### config.mk
export PLATFORM = sky130hd
export DESIGN_NAME = matrix_multiplier
export DESIGN_NICKNAME = d
export VERILOG_FILES = /design/src/rtl/matrix_multiplier_pkg.sv /design/src/rtl/mm_lane_adder.sv /design/src/rtl/matrix_multiplier.sv
export SDC_FILE = /design/constraint.sdc
export NUM_CORES = 1
export LEC_CHECK = 0
export ABC_AREA = 1
export BUFFER_PORTS_ARGS = -buffer_cell sky130_fd_sc_hd__buf_4
export CORE_AREA = 2 2 646 648
export CTS_BUF_LIST = sky130_fd_sc_hd__clkbuf_2 sky130_fd_sc_hd__clkbuf_4 sky130_fd_sc_hd__clkbuf_8
export CTS_CLUSTER_DIAMETER = 120
export DETAILED_ROUTE_END_ITERATION = 10
export DIE_AREA = 0 0 648 650
export GPL_TIMING_DRIVEN = 1
export HOLD_SLACK_MARGIN = 0.02
export MAX_ROUTING_LAYER = met4
export PLACE_DENSITY = 0.3
export SLEW_MARGIN = 0
export SYNTH_ARGS = -nofsm -noshare
export SYNTH_HDL_FRONTEND = slang
export SYNTH_SLANG_ARGS = --single-unit
### constraint.sdc
create_clock -name clk -period 13.2 [get_ports clk]
set_input_delay 2.64 -clock clk [delete_from_list [all_inputs] [get_ports clk]]
set_output_delay 2.64 -clock clk [all_outputs]
set_load 0.01 [all_outputs]
### src/rtl/matrix_multiplier_pkg.sv
// Shared constants and state type for the 4x16 by 16x4 matrix multiplier.
package matrix_multiplier_pkg;

  localparam int unsigned DATA_W    = 8;
  localparam int unsigned ROWS      = 4;
  localparam int unsigned INNER     = 16;
  localparam int unsigned COLS      = 4;
  localparam int unsigned OUT_W     = 16;
  localparam int unsigned LANES     = 5;
  localparam int unsigned ACC_W     = 20;

  // Lanes 0..3 carry one 4-term slice of a dot product per cycle; lane 4 is idle.
  localparam int unsigned CU_LANES  = 4;
  localparam int unsigned DSP_IN_W  = 18;
  localparam int unsigned DSP_OUT_W = 37;
  localparam int unsigned PROD_W    = 17;
  localparam int unsigned PSUM_W    = 18;

  typedef enum logic [1:0] {
    IDLE,
    COMPUTE,
    DONE
  } mm_state_t;

endpackage

### src/rtl/mm_lane_adder.sv
// Combinational sum of the four active DSP lane products.
module mm_lane_adder
  import matrix_multiplier_pkg::*;
(
  input  logic [PROD_W-1:0] prod [CU_LANES],
  output logic [PSUM_W-1:0] psum
);

  assign psum = PSUM_W'(prod[0]) + PSUM_W'(prod[1]) + PSUM_W'(prod[2]) + PSUM_W'(prod[3]);

endmodule

### src/rtl/matrix_multiplier.sv
// C = A x B using an external DSP lane array, four MACs per cycle, 64 cycles per run.
// Optional MATRIX_MULTIPLIER_SATURATE_EN clamps each C element instead of truncating.
module matrix_multiplier
  import matrix_multiplier_pkg::*;
(
  input  logic                 clk,
  input  logic                 rst,
  input  logic                 start,
  input  logic [DATA_W-1:0]    a       [ROWS][INNER],
  input  logic [DATA_W-1:0]    b       [INNER][COLS],
  output logic [OUT_W-1:0]     c       [ROWS][COLS],
  output logic [DSP_IN_W-1:0]  dsp_a0  [LANES],
  output logic [DSP_IN_W-1:0]  dsp_b0  [LANES],
  input  logic [DSP_OUT_W-1:0] dsp_out [LANES],
  output logic                 dsp_ce,
  output logic                 done
);

  mm_state_t        state_q, state_d;
  logic [3:0]       elem_q, elem_d;
  logic [1:0]       step_q, step_d;
  logic [ACC_W-1:0] acc_q, acc_d;
  logic             done_q, done_d;
  logic             c_clr, c_we;
  logic [OUT_W-1:0] c_q [ROWS][COLS];

  logic [1:0]        row, col;
  logic [PROD_W-1:0] lane_prod [CU_LANES];
  logic [PSUM_W-1:0] psum;
  logic [ACC_W-1:0]  acc_final;
  logic [OUT_W-1:0]  c_elem;
  logic              unused_dsp;

  assign row = elem_q[3:2];
  assign col = elem_q[1:0];

  always_comb begin
    for (int l = 0; l < CU_LANES; l++) begin
      lane_prod[l] = dsp_out[l][PROD_W-1:0];
    end
  end

  // Product bits above the 17-bit range and lane 4 are never consumed.
  assign unused_dsp = ^{dsp_out[0][DSP_OUT_W-1:PROD_W], dsp_out[1][DSP_OUT_W-1:PROD_W],
                        dsp_out[2][DSP_OUT_W-1:PROD_W], dsp_out[3][DSP_OUT_W-1:PROD_W],
                        dsp_out[4]};

  mm_lane_adder u_lane_adder (
    .prod (lane_prod),
    .psum (psum)
  );

  assign acc_final = acc_q + ACC_W'(psum);

`ifdef MATRIX_MULTIPLIER_SATURATE_EN
  assign c_elem = (acc_final > ACC_W'(16'hFFFF)) ? 16'hFFFF : acc_final[OUT_W-1:0];
`else
  assign c_elem = acc_final[OUT_W-1:0];
`endif

  // Operands are driven straight from live a/b; the step selects k = 4*step + lane.
  always_comb begin
    for (int l = 0; l < LANES; l++) begin
      dsp_a0[l] = '0;
      dsp_b0[l] = '0;
    end
    if (state_q == COMPUTE) begin
      for (int l = 0; l < CU_LANES; l++) begin
        dsp_a0[l] = DSP_IN_W'(a[row][{step_q, 2'(l)}]);
        dsp_b0[l] = DSP_IN_W'(b[{step_q, 2'(l)}][col]);
      end
    end
  end

  assign dsp_ce = (state_q == COMPUTE);
  assign done   = done_q;

  always_comb begin
    state_d = state_q;
    elem_d  = elem_q;
    step_d  = step_q;
    acc_d   = acc_q;
    done_d  = done_q;
    c_clr   = 1'b0;
    c_we    = 1'b0;
    unique case (state_q)
      IDLE, DONE: begin
        if (start) begin
          state_d = COMPUTE;
          elem_d  = '0;
          step_d  = '0;
          acc_d   = '0;
          done_d  = 1'b0;
          c_clr   = 1'b1;
        end
      end
      COMPUTE: begin
        step_d = step_q + 2'd1;
        if (step_q == 2'd3) begin
          acc_d  = '0;
          c_we   = 1'b1;
          elem_d = elem_q + 4'd1;
          if (elem_q == 4'd15) begin
            state_d = DONE;
            done_d  = 1'b1;
          end
        end else begin
          acc_d = acc_final;
        end
      end
      default: state_d = IDLE;
    endcase
  end

  always_ff @(posedge clk or posedge rst) begin
    if (rst) begin
      state_q <= IDLE;
      elem_q  <= '0;
      step_q  <= '0;
      acc_q   <= '0;
      done_q  <= 1'b0;
    end else begin
      state_q <= state_d;
      elem_q  <= elem_d;
      step_q  <= step_d;
      acc_q   <= acc_d;
      done_q  <= done_d;
    end
  end

  always_ff @(posedge clk or posedge rst) begin
    if (rst) begin
      for (int i = 0; i < ROWS; i++) begin
        for (int j = 0; j < COLS; j++) begin
          c_q[i][j] <= '0;
        end
      end
    end else if (c_clr) begin
      for (int i = 0; i < ROWS; i++) begin
        for (int j = 0; j < COLS; j++) begin
          c_q[i][j] <= '0;
        end
      end
    end else if (c_we) begin
      c_q[row][col] <= c_elem;
    end
  end

  assign c = c_q;

endmodule

==> results of run 1 <==
[logic make-up after synthesis]
family / after synthesis
flip-flops: 281
AO/OA/AOI/OAI: 802
buffers and inverters: 516
other: 1
adder cells (fa/ha/maj): 67
XOR/XNOR: 18
AND/OR/NAND/NOR: 1582
[routing by layer]
layer | GRT usage | part of all wire | vias up
met3 | 0.0223 | 0.050 | 278
met5 | - | 0 | -
met1 | 0.164 | 0.40 | 15200
met4 | 0.0182 | 0.017 | 0
met2 | 0.260 | 0.53 | 1347
li1 | - | - | 13500
[tightest hold or removal path, delay by kind of cell, from the launching register on]
family / cells / cell delay, ns
AND/OR/NAND/NOR: 2 / 0.11
flip-flops: 1 / 0.34
[per-stage QoR]
step,util,instance area (sq um)
global route,0.0974,40400
global placement,0.0940,39000
floorplan,-,22900
finish,0.0975,40400
CTS,0.0972,40300
detailed placement,0.0941,39000
[synth_stat cells (all sizes together) (4+ instances only)]
cell,n,area share
a21o,4,0.0013
a31oi,34,0.0095
buf,221,0.069
o221ai,53,0.021
o311ai,6,0.0023
a22oi,70,0.023
nand4,86,0.024
xnor2,12,0.0047
nand3,244,0.054
clkbuf,125,0.021
nor2,344,0.069
xor2,6,0.0023
a21oi,88,0.020
nand2,895,0.15
o211ai,23,0.0077
inv,167,0.028
ha,36,0.020
or2,6,0.0017
dfrtp,281,0.31
a22o,17,0.0066
fa,31,0.028
o22ai,65,0.018
o21ai,433,0.097
[sequential cells by signal, summed over array words and instances (netlist names)]
name / flops
state_q: 2
acc_q: 16
elem_q: 4
done: 1
c: 256
step_q: 2
[cell usage in the layout (no fill, tap or decap), types with 36 or more instances in the layout]
cell type / synthesis / layout
buf_4: 134 / 1480
nor2_1: 316 / 313
diode_2: 0 / 42
clkbuf_8: 0 / 69
conb_1: 1 / 116
o22ai_1: 65 / 65
nand3_1: 244 / 243
o221ai_1: 53 / 53
a21oi_1: 88 / 88
o21ai_0: 409 / 400
nand2_1: 887 / 879
ha_1: 36 / 36
nand4_1: 86 / 86
a22oi_1: 70 / 70
dfrtp_1: 281 / 278
inv_1: 146 / 141
[how the worst min path moves through the flow]
stage | start | endpoint | slack [ns] | cells past startpoint
2_1_floorplan | acc_q[9]$_DFFE_PP0P_ | acc_q[9]$_DFFE_PP0P_ | 0.46 | 2
5_1_grt | c[168]$_DFFE_PP0P_ | c[168]$_DFFE_PP0P_ | 0.51 | 2
6_report | c[14]$_DFFE_PP0P_ | c[14]$_DFFE_PP0P_ | 0.48 | 2
3_5_place_dp | c[158]$_DFFE_PP0P_ | c[158]$_DFFE_PP0P_ | 0.47 | 2
4_1_cts | c[158]$_DFFE_PP0P_ | c[158]$_DFFE_PP0P_ | 0.48 | 2
3_3_place_gp | c[203]$_DFFE_PP0P_ | c[203]$_DFFE_PP0P_ | 0.47 | 2
[final cells by class]
class                           count  area [sq um]
Fill cell                       48700        374000
Multi-Input combinational cell   2585         13300
Timing Repair Buffer             1482         11200
Sequential cell                   281          7040
Tap cell                         5497          6880
Clock buffer                       87          1080
Inverter                          170           674
Clock inverter                     12           229
Antenna cell                       42           105
[power breakdown]
part	switching (W)	internal (W)	total [W]
clock network	0.000450	0.000637	0.00109
registers	0.000259	0.00125	0.00150
logic	0.00326	0.00124	0.00450
==> impl_metrics.toml, run 1 <==
[detailed_routing]
drtIter0Drc = 2340
vias_per_cell = 2.99
dr.pass1.iters = 7
antenna_left = 0
wl_mm = 302
avgRoutedWirePerCell_um = 29.7
vias = 30300
drc_errors = 0

[timing]
setup_viol = 0
fmax_mhz = 118
finalMaxSlewViolations = 0
hold_violations = 0
worstMarginPinSlew_ns = 1.44
rsz0062_at_grt = "false"
whs_ns = 0.482
clock_skew_ns = 0.0596
min_period_over_period = 0.640
totalNegativeSetupSlack_ns = 0
fin_ws_ns = 4.75
layout_min_cycle_time_ns = 8.45
slew_headroom = 0.0332

[final_layout]
syn2layout_area_growth_pct = 80.4
nets = 5853
fin_cells = 10200
drive_gt1_frac = 0.364

[worst_setup_path]
critPathSlowestCell = "a31oi_1"
path_depth = 8
cp-start-kind = "register"
reg2reg_to = "c[242]$_DFFE_PP0P_"
cp-endpoint = "dsp_b0[18]"
crit_path_end_kind = "primary output"
cp_top_family = "buffers and inverters"
crit_path_max_incr_delay_ns = 0.94
rr_worst_depth = 11
startpoint = "step_q[0]$_DFFE_PP0P_"
required_ns = 10.56
r2r_setup_slack_ns = 9.31
arrival_ns = 5.81
cpMostUsedCell = "buf_4"
crit_chain = "buf_4, buf_4, buf_4, o21ai_0, o22ai_1, nand2_1, a31oi_1, buf_4"
cp_num_buf_inv = 4
crit_type = "register to primary output"
path_max_fanout = 65
regToRegStartpoint = "step_q[1]$_DFFE_PP0P_"

[pwr]
leakage_nw = 17.9
powerDensity_nw_per_um2 = 175
worst_ir_drop_vdd_mv = 0.305
fin_total_pwr_w = 0.00709

[clock_tree]
cts_root_buffer = "clkbuf_8"
numClockSinks = 281
cts_inserted_buffers = 54
cts_setup_buffers = 0
h-tree-depth = 2
clkTransAtPathRegs_ns = 0.06
cts_resized = 0
clk_latency_ns = 0.72
cts.hold.buffers_added = 0
cts_tree = "done"
cts_buffer_depth = 3

[global_routing]
grt_use_total = 0.141
grt-ovfl-total = 0
grt_max_degree = 126
antenna_found_initial = 151
grt_pass1_vias = 30600
grt_pass1_wl_mm = 371

[yosys]
yosys_warnings = 0
synth_seq_area_share = 0.314
syn_area_per_cell_sq_um = 6.86
synth_area_sq_um = 22400
synth-adder-area-share = 0.0478
synthMuxAreaShare = 0
ys_dominant_reg_cell = "dfrtp_1"
synth_xor_area_frac = 0.00703
synth_top_family_by_area = "simple AND/OR/NAND/NOR gates"
synthArstFlopShare = 1.00
synth_edf_count = 0
synth-compound-area-share = 0.210
synthCells = 3267
synth_seq_cells = 281
ys_types = 50
synth_simple_gate_area_frac = 0.303

[floorplan]
die_h_um = 650
die_x_um = 648
fp.dieArea_sq_um = 421000
fp.coreArea_sq_um = 415000
initial_core_util = 0.0540
num_rows = 237
ios = 1650

[placed_design]
io_buffers = 1412
place_congestion = 0.939
dp_cells = 10000
pre_cts_ws_ns = 5.15
hpwl_mm = 257

[job]
maxCapViolations = 0

[worst_hold_path]
min-delay-path-class = "register to register"

[run_status]
status = "complete, no violations"
Note: power is estimated with default switching activity, not from simulation.
==> run 2, diff against run 1 <==
==> constraint.sdc (replaced) <==
create_clock -name clk -period 8 [get_ports clk]
set_input_delay 1.6 -clock clk [delete_from_list [all_inputs] [get_ports clk]]
set_output_delay 1.6 -clock clk [all_outputs]
set_load 0.01 [all_outputs]
==> run 2 against run 1 <==
  * The run now ends with capacitance limit, slew limit left
  * Clock-buffer cell count decreased by 9
  * Final cell count about the same
  * Flip-flop and latch count unchanged
  * Register-to-register slack got worse by 5.5 ns
  * Total power increased by 62%
  * Global-route usage decreased by 0.46 points
  * Largest power group unchanged
  * Clock power increased by 48%
  * Utilization about the same
  * Critical path depth decreased by 1
  * Non-clock buffer count increased by 13
  * Combinational power increased by 65%
==> impl_metrics.toml, run 2 (synthesis gave the netlist of run 1 again) <==
[worst_setup_path]
r2r_setup_slack_ns = 3.82
crit_type = "register to primary output"
cp-start-kind = "register"
regToRegStartpoint = "step_q[0]$_DFFE_PP0P_"
crit_chain = "inv_8, buf_12, o21ai_2, o21ai_1, o211ai_1, a31oi_1, buf_4"
arrival_ns = 5.04
cp-endpoint = "dsp_b0[60]"
cp_top_family = "compound AO/OA/AOI/OAI gates"
startpoint = "step_q[0]$_DFFE_PP0P_"
crit_path_end_kind = "primary output"
crit_path_max_incr_delay_ns = 0.93
critPathSlowestCell = "dfrtp_4"
required_ns = 6.40
cp_num_buf_inv = 3
path_depth = 7
reg2reg_to = "c[240]$_DFFE_PP0P_"
rr_worst_depth = 11
path_max_fanout = 92

[clock_tree]
clk_latency_ns = 0.74
clkTransAtPathRegs_ns = 0.07
cts_inserted_buffers = 53
cts_setup_buffers = 0
cts.hold.buffers_added = 0
cts_tree = "done"
cts_resized = 0
cts_buffer_depth = 3
numClockSinks = 281
cts_root_buffer = "clkbuf_8"
h-tree-depth = 2

[detailed_routing]
drc_errors = 0
vias = 30600
wl_mm = 292
vias_per_cell = 3.01
avgRoutedWirePerCell_um = 28.8
dr.pass1.iters = 6
antenna_left = 0
drtIter0Drc = 2467

[timing]
clock_skew_ns = 0.0728
finalMaxSlewViolations = 1
totalNegativeSetupSlack_ns = 0
whs_ns = 0.481
min_period_over_period = 0.829
setup_viol = 0
slew_headroom = -0.00634
fmax_mhz = 151
rsz0062_at_grt = "false"
layout_min_cycle_time_ns = 6.64
worstMarginPinSlew_ns = 1.49
hold_violations = 0

[placed_design]
place_congestion = 0.950
dp_cells = 10000
placed_area_sq_um = 39300
io_buffers = 1412
hpwl_mm = 250

[final_layout]
drive_gt1_frac = 0.365
fillCellCount = 48600
fin_cells = 10200
final_cell_mix = "buf_4 (1482), nand2_1 (879), o21ai_0 (401), nor2_1 (313), dfrtp_1 (278)"
largest_register_ffs = 256
nets = 5865
syn2layout_area_growth_pct = 80.7
final_common_cell = "buf_4"
finalInstanceArea_sq_um = 40500

[floorplan]
fp.coreArea_sq_um = 415000
die_h_um = 650
num_rows = 237
fp.dieArea_sq_um = 421000
initial_core_util = 0.0540
die_x_um = 648
ios = 1650

[global_routing]
busiest_layer = "met2"
grt_pass1_wl_mm = 361
grt_use_total = 0.137
grt_pass1_vias = 30600
use_met1 = 0.163
grt.met3_usage = 0.0193
grtUsageMet2 = 0.245
grt_max_degree = 127
antenna_found_initial = 124
grt-ovfl-total = 0

[pwr]
powerDensity_nw_per_um2 = 284
fin_total_pwr_w = 0.0115
leakage_nw = 17.9
worst_ir_drop_vdd_mv = 0.425

[run_status]
violations = "capacitance limit, slew limit"
status = "complete, but fails checks"

[job]
maxCapViolations = 1

[worst_hold_path]
min-delay-path-class = "register to register"
## run 2: layer usage
metal,part of all wire,wire [um]
met1,0.41,120000
met2,0.52,151000
met3,0.050,14700
met4,0.022,6540
met5,0,0
## run 2: area by class of cell
class | instances | area (sq um) | area share
Clock inverter | 12 | 160 | 0.00395
Clock buffer | 78 | 986 | 0.0243
Timing Repair Buffer | 1495 | 11400 | 0.281
Inverter | 170 | 671 | 0.0166
Sequential cell | 281 | 7040 | 0.174
Tap cell | 5497 | 6880 | 0.170
Antenna cell | 44 | 110 | 0.00272
Multi-Input combinational cell | 2585 | 13300 | 0.328
## run 2: worst reg2reg max path, stage by stage (launching register included)
cell,delay (ns)
dfrtp_4,0.93
buf_4,0.66
ha_1,0.34
inv_1,0.13
nor2_8,0.26
inv_4,0.10
nor2_8,0.16
nand2_1,0.61
nand2_1,0.27
inv_2,0.27
nand2_1,0.17
o21ai_0,0.08
## run 2: per-stage QoR
| step | utilization | setup slack [ns] |
|---|---|---|
| 5_1_grt | 0.0976 | 1.25 |
| 3_3_place_gp | 0.0946 | 1.22 |
| 4_1_cts | 0.0974 | 1.08 |
| 3_5_place_dp | 0.0946 | 1.28 |
| 6_report | 0.0976 | 1.36 |
| 2_1_floorplan | - | 2.65 |
## run 2: how the worst min path moves through the flow
stage,depth (start not counted),endpoint,start
floorplan,2,acc_q[9]$_DFFE_PP0P_,acc_q[9]$_DFFE_PP0P_
global placement,2,c[32]$_DFFE_PP0P_,c[32]$_DFFE_PP0P_
detailed placement,2,c[136]$_DFFE_PP0P_,c[136]$_DFFE_PP0P_
CTS,2,c[136]$_DFFE_PP0P_,c[136]$_DFFE_PP0P_
global route,2,c[150]$_DFFE_PP0P_,c[150]$_DFFE_PP0P_
finish,2,c[136]$_DFFE_PP0P_,c[136]$_DFFE_PP0P_
## run 2: power breakdown
part | internal, W | total, W | switching, W
clock network | 0.000886 | 0.00161 | 0.000723
logic | 0.00217 | 0.00742 | 0.00524
registers | 0.00205 | 0.00249 | 0.000430
==> run 3, diff against run 2 <==
--- a/config.mk
+++ b/config.mk
@@ -7,11 +7,11 @@
 export LEC_CHECK = 0
 export ABC_AREA = 1
 export BUFFER_PORTS_ARGS = -buffer_cell sky130_fd_sc_hd__buf_4
-export CORE_AREA = 2 2 646 648
+export CORE_AREA = 2 2 648 650
 export CTS_BUF_LIST = sky130_fd_sc_hd__clkbuf_2 sky130_fd_sc_hd__clkbuf_4 sky130_fd_sc_hd__clkbuf_8
 export CTS_CLUSTER_DIAMETER = 120
 export DETAILED_ROUTE_END_ITERATION = 10
-export DIE_AREA = 0 0 648 650
+export DIE_AREA = 0 0 650 652
 export GPL_TIMING_DRIVEN = 1
 export HOLD_SLACK_MARGIN = 0.02
 export MAX_ROUTING_LAYER = met4
==> constraint.sdc (replaced) <==
create_clock -name clk -period 6 [get_ports clk]
set_input_delay 1.2 -clock clk [delete_from_list [all_inputs] [get_ports clk]]
set_output_delay 1.2 -clock clk [all_outputs]
set_load 0.01 [all_outputs]
==> run 3 against run 2 <==
  * The flow now finishes without violations
  * Critical endpoint is now dsp_b0[23]
  * Global-route usage rose by 0.18 points
  * Clock-buffer cell count fell by 1
  * Register-to-register slack got worse by 1.3 ns
  * Clock power rose by 27%
  * Cell area rose by 2.3%
  * Clock skew fell by 0.0098 ns
  * First-iteration DRC count fell by 8.3%
  * Critical path depth did not move
  * Setup slack got worse by 0.91 ns
  * Sequential power rose by 35%
==> impl_metrics.toml, run 3 (synthesis gave the netlist of run 1 again) <==
[pwr]
leakage_nw = 18.4
p_sw_w = 0.00849
internal_power_w = 0.00753
clock_power_share = 0.127
power_frac_comb = 0.663
powerDensity_nw_per_um2 = 387
netSwitchingFraction = 0.530
worst_ir_drop_vdd_mv = 0.393
seqPwrFrac = 0.210

[worst_hold_path]
min-delay-path-class = "register to register"
whs_path_depth = 2
timing.hold.worst.start = "c[200]$_DFFE_PP0P_"

[timing]
hold_violations = 0
worstMarginPinSlew_ns = 1.31
rsz0062_at_grt = "false"
layout_min_cycle_time_ns = 5.55
totalNegativeSetupSlack_ns = 0
setup_viol = 0
finalMaxSlewViolations = 0
min_period_over_period = 0.925
slew_headroom = 0.115
clock_skew_ns = 0.0630
fmax_mhz = 180

[global_routing]
grt_pass1_wl_mm = 369
grt_use_total = 0.139
grt-ovfl-total = 0
antenna_found_initial = 120
grt_max_degree = 114
grt_pass1_vias = 31400

[detailed_routing]
antenna_left = 0
wl_mm = 299
vias = 30900
vias_per_cell = 3.01
dr.pass1.iters = 6
drc_errors = 0
drtIter0Drc = 2263
avgRoutedWirePerCell_um = 29.2

[final_layout]
final_common_cell = "buf_4"
largest_register_ffs = 256
syn2layout_area_growth_pct = 84.8
nets = 5966
drive_gt1_frac = 0.376
final_core_util = 0.0996
final_cell_mix = "buf_4 (1560), nand2_1 (886), o21ai_0 (401), nor2_1 (313), dfrtp_1 (278)"

[clock_tree]
cts_buffer_depth = 3
numClockSinks = 281
cts_root_buffer = "clkbuf_8"
cts_tree = "done"
clk_latency_ns = 0.74
cts_setup_buffers = 0
cts_resized = 0
h-tree-depth = 2
clkTransAtPathRegs_ns = 0.06
cts_inserted_buffers = 54
cts.hold.buffers_added = 0

[floorplan]
num_rows = 237
fp.dieArea_sq_um = 424000
die_x_um = 650
die_h_um = 652
fp.coreArea_sq_um = 416000
initial_core_util = 0.0539
ios = 1650

[worst_setup_path]
cp-start-kind = "register"
rr_worst_depth = 11
crit_path_max_incr_delay_ns = 0.89
required_ns = 4.80
regToRegStartpoint = "step_q[0]$_DFFE_PP0P_"
path_max_fanout = 39
crit_chain = "inv_8, buf_12, o21ai_0, o21ai_0, o211ai_1, a31oi_1, buf_4"
critPathSlowestCell = "o211ai_1"
cpMostUsedCell = "o21ai_0"
crit_type = "register to primary output"
startpoint = "step_q[0]$_DFFE_PP0P_"
arrival_ns = 4.35
crit_path_end_kind = "primary output"

[placed_design]
place_congestion = 0.955
io_buffers = 1412
hpwl_mm = 260

[run_status]
status = "complete, no violations"

[job]
maxCapViolations = 0
## run 3: stage by stage
step	setup WS (ns)	cells	power, W	cell area, sq um	hold slack [ns]
floorplan	1.05	3382	0.00669	22900	0.456
global placement	0.118	10100	0.0145	40300	0.469
detailed placement	0.123	10100	0.0145	40300	0.471
CTS	0.203	10200	0.0167	41400	0.488
global route	0.281	10200	0.0171	41400	0.503
finish	0.452	10300	0.0160	41400	0.483
## run 3: area by class of cell
type                            instances  area (sq um)
Fill cell                           48900        375000
Multi-Input combinational cell       2585         13300
Timing Repair Buffer                 1595         12400
Sequential cell                       281          7040
Tap cell                             5497          6880
Clock buffer                           77           978
Inverter                              170           671
Clock inverter                         12           126
Antenna cell                           33          82.6
## run 3: power groups by stage
stage / clock network, W / logic, W / registers (W)
global route: 0.00220 / 0.0115 / 0.00345
detailed placement: 0 / 0.0112 / 0.00336
floorplan: 0 / 0.00314 / 0.00355
global placement: 0 / 0.0112 / 0.00336
CTS: 0.00213 / 0.0112 / 0.00335
finish: 0.00204 / 0.0106 / 0.00336
## run 3: per-layer routing
layer  part of all wire  up-vias  GRT usage
met3              0.043      298     0.0158
met2               0.53     1427      0.255
met5                  0        -          -
li1                   -    13700          -
met4              0.017        0     0.0184
met1               0.41    15400      0.165
## run 3: path summary, 6_finish.rpt
check	endpoint	slack [ns]
setup / recovery	dsp_b0[23]	0.45
hold / removal	c[200]$_DFFE_PP0P_	0.48
setup reg to reg	c[240]$_DFFE_PP0P_	2.50
hold reg to reg	c[200]$_DFFE_PP0P_	0.48
max in group asynchronous	c[134]$_DFFE_PP0P_	4.08
min in group asynchronous	c[94]$_DFFE_PP0P_	0.70
## run 3: critical path, delay by kind of cell, from the launching register on
kind	cells	cell delay (ns)
AO/OA/AOI/OAI	4	1.86
buffers and inverters	3	0.89
flip-flops	1	0.74
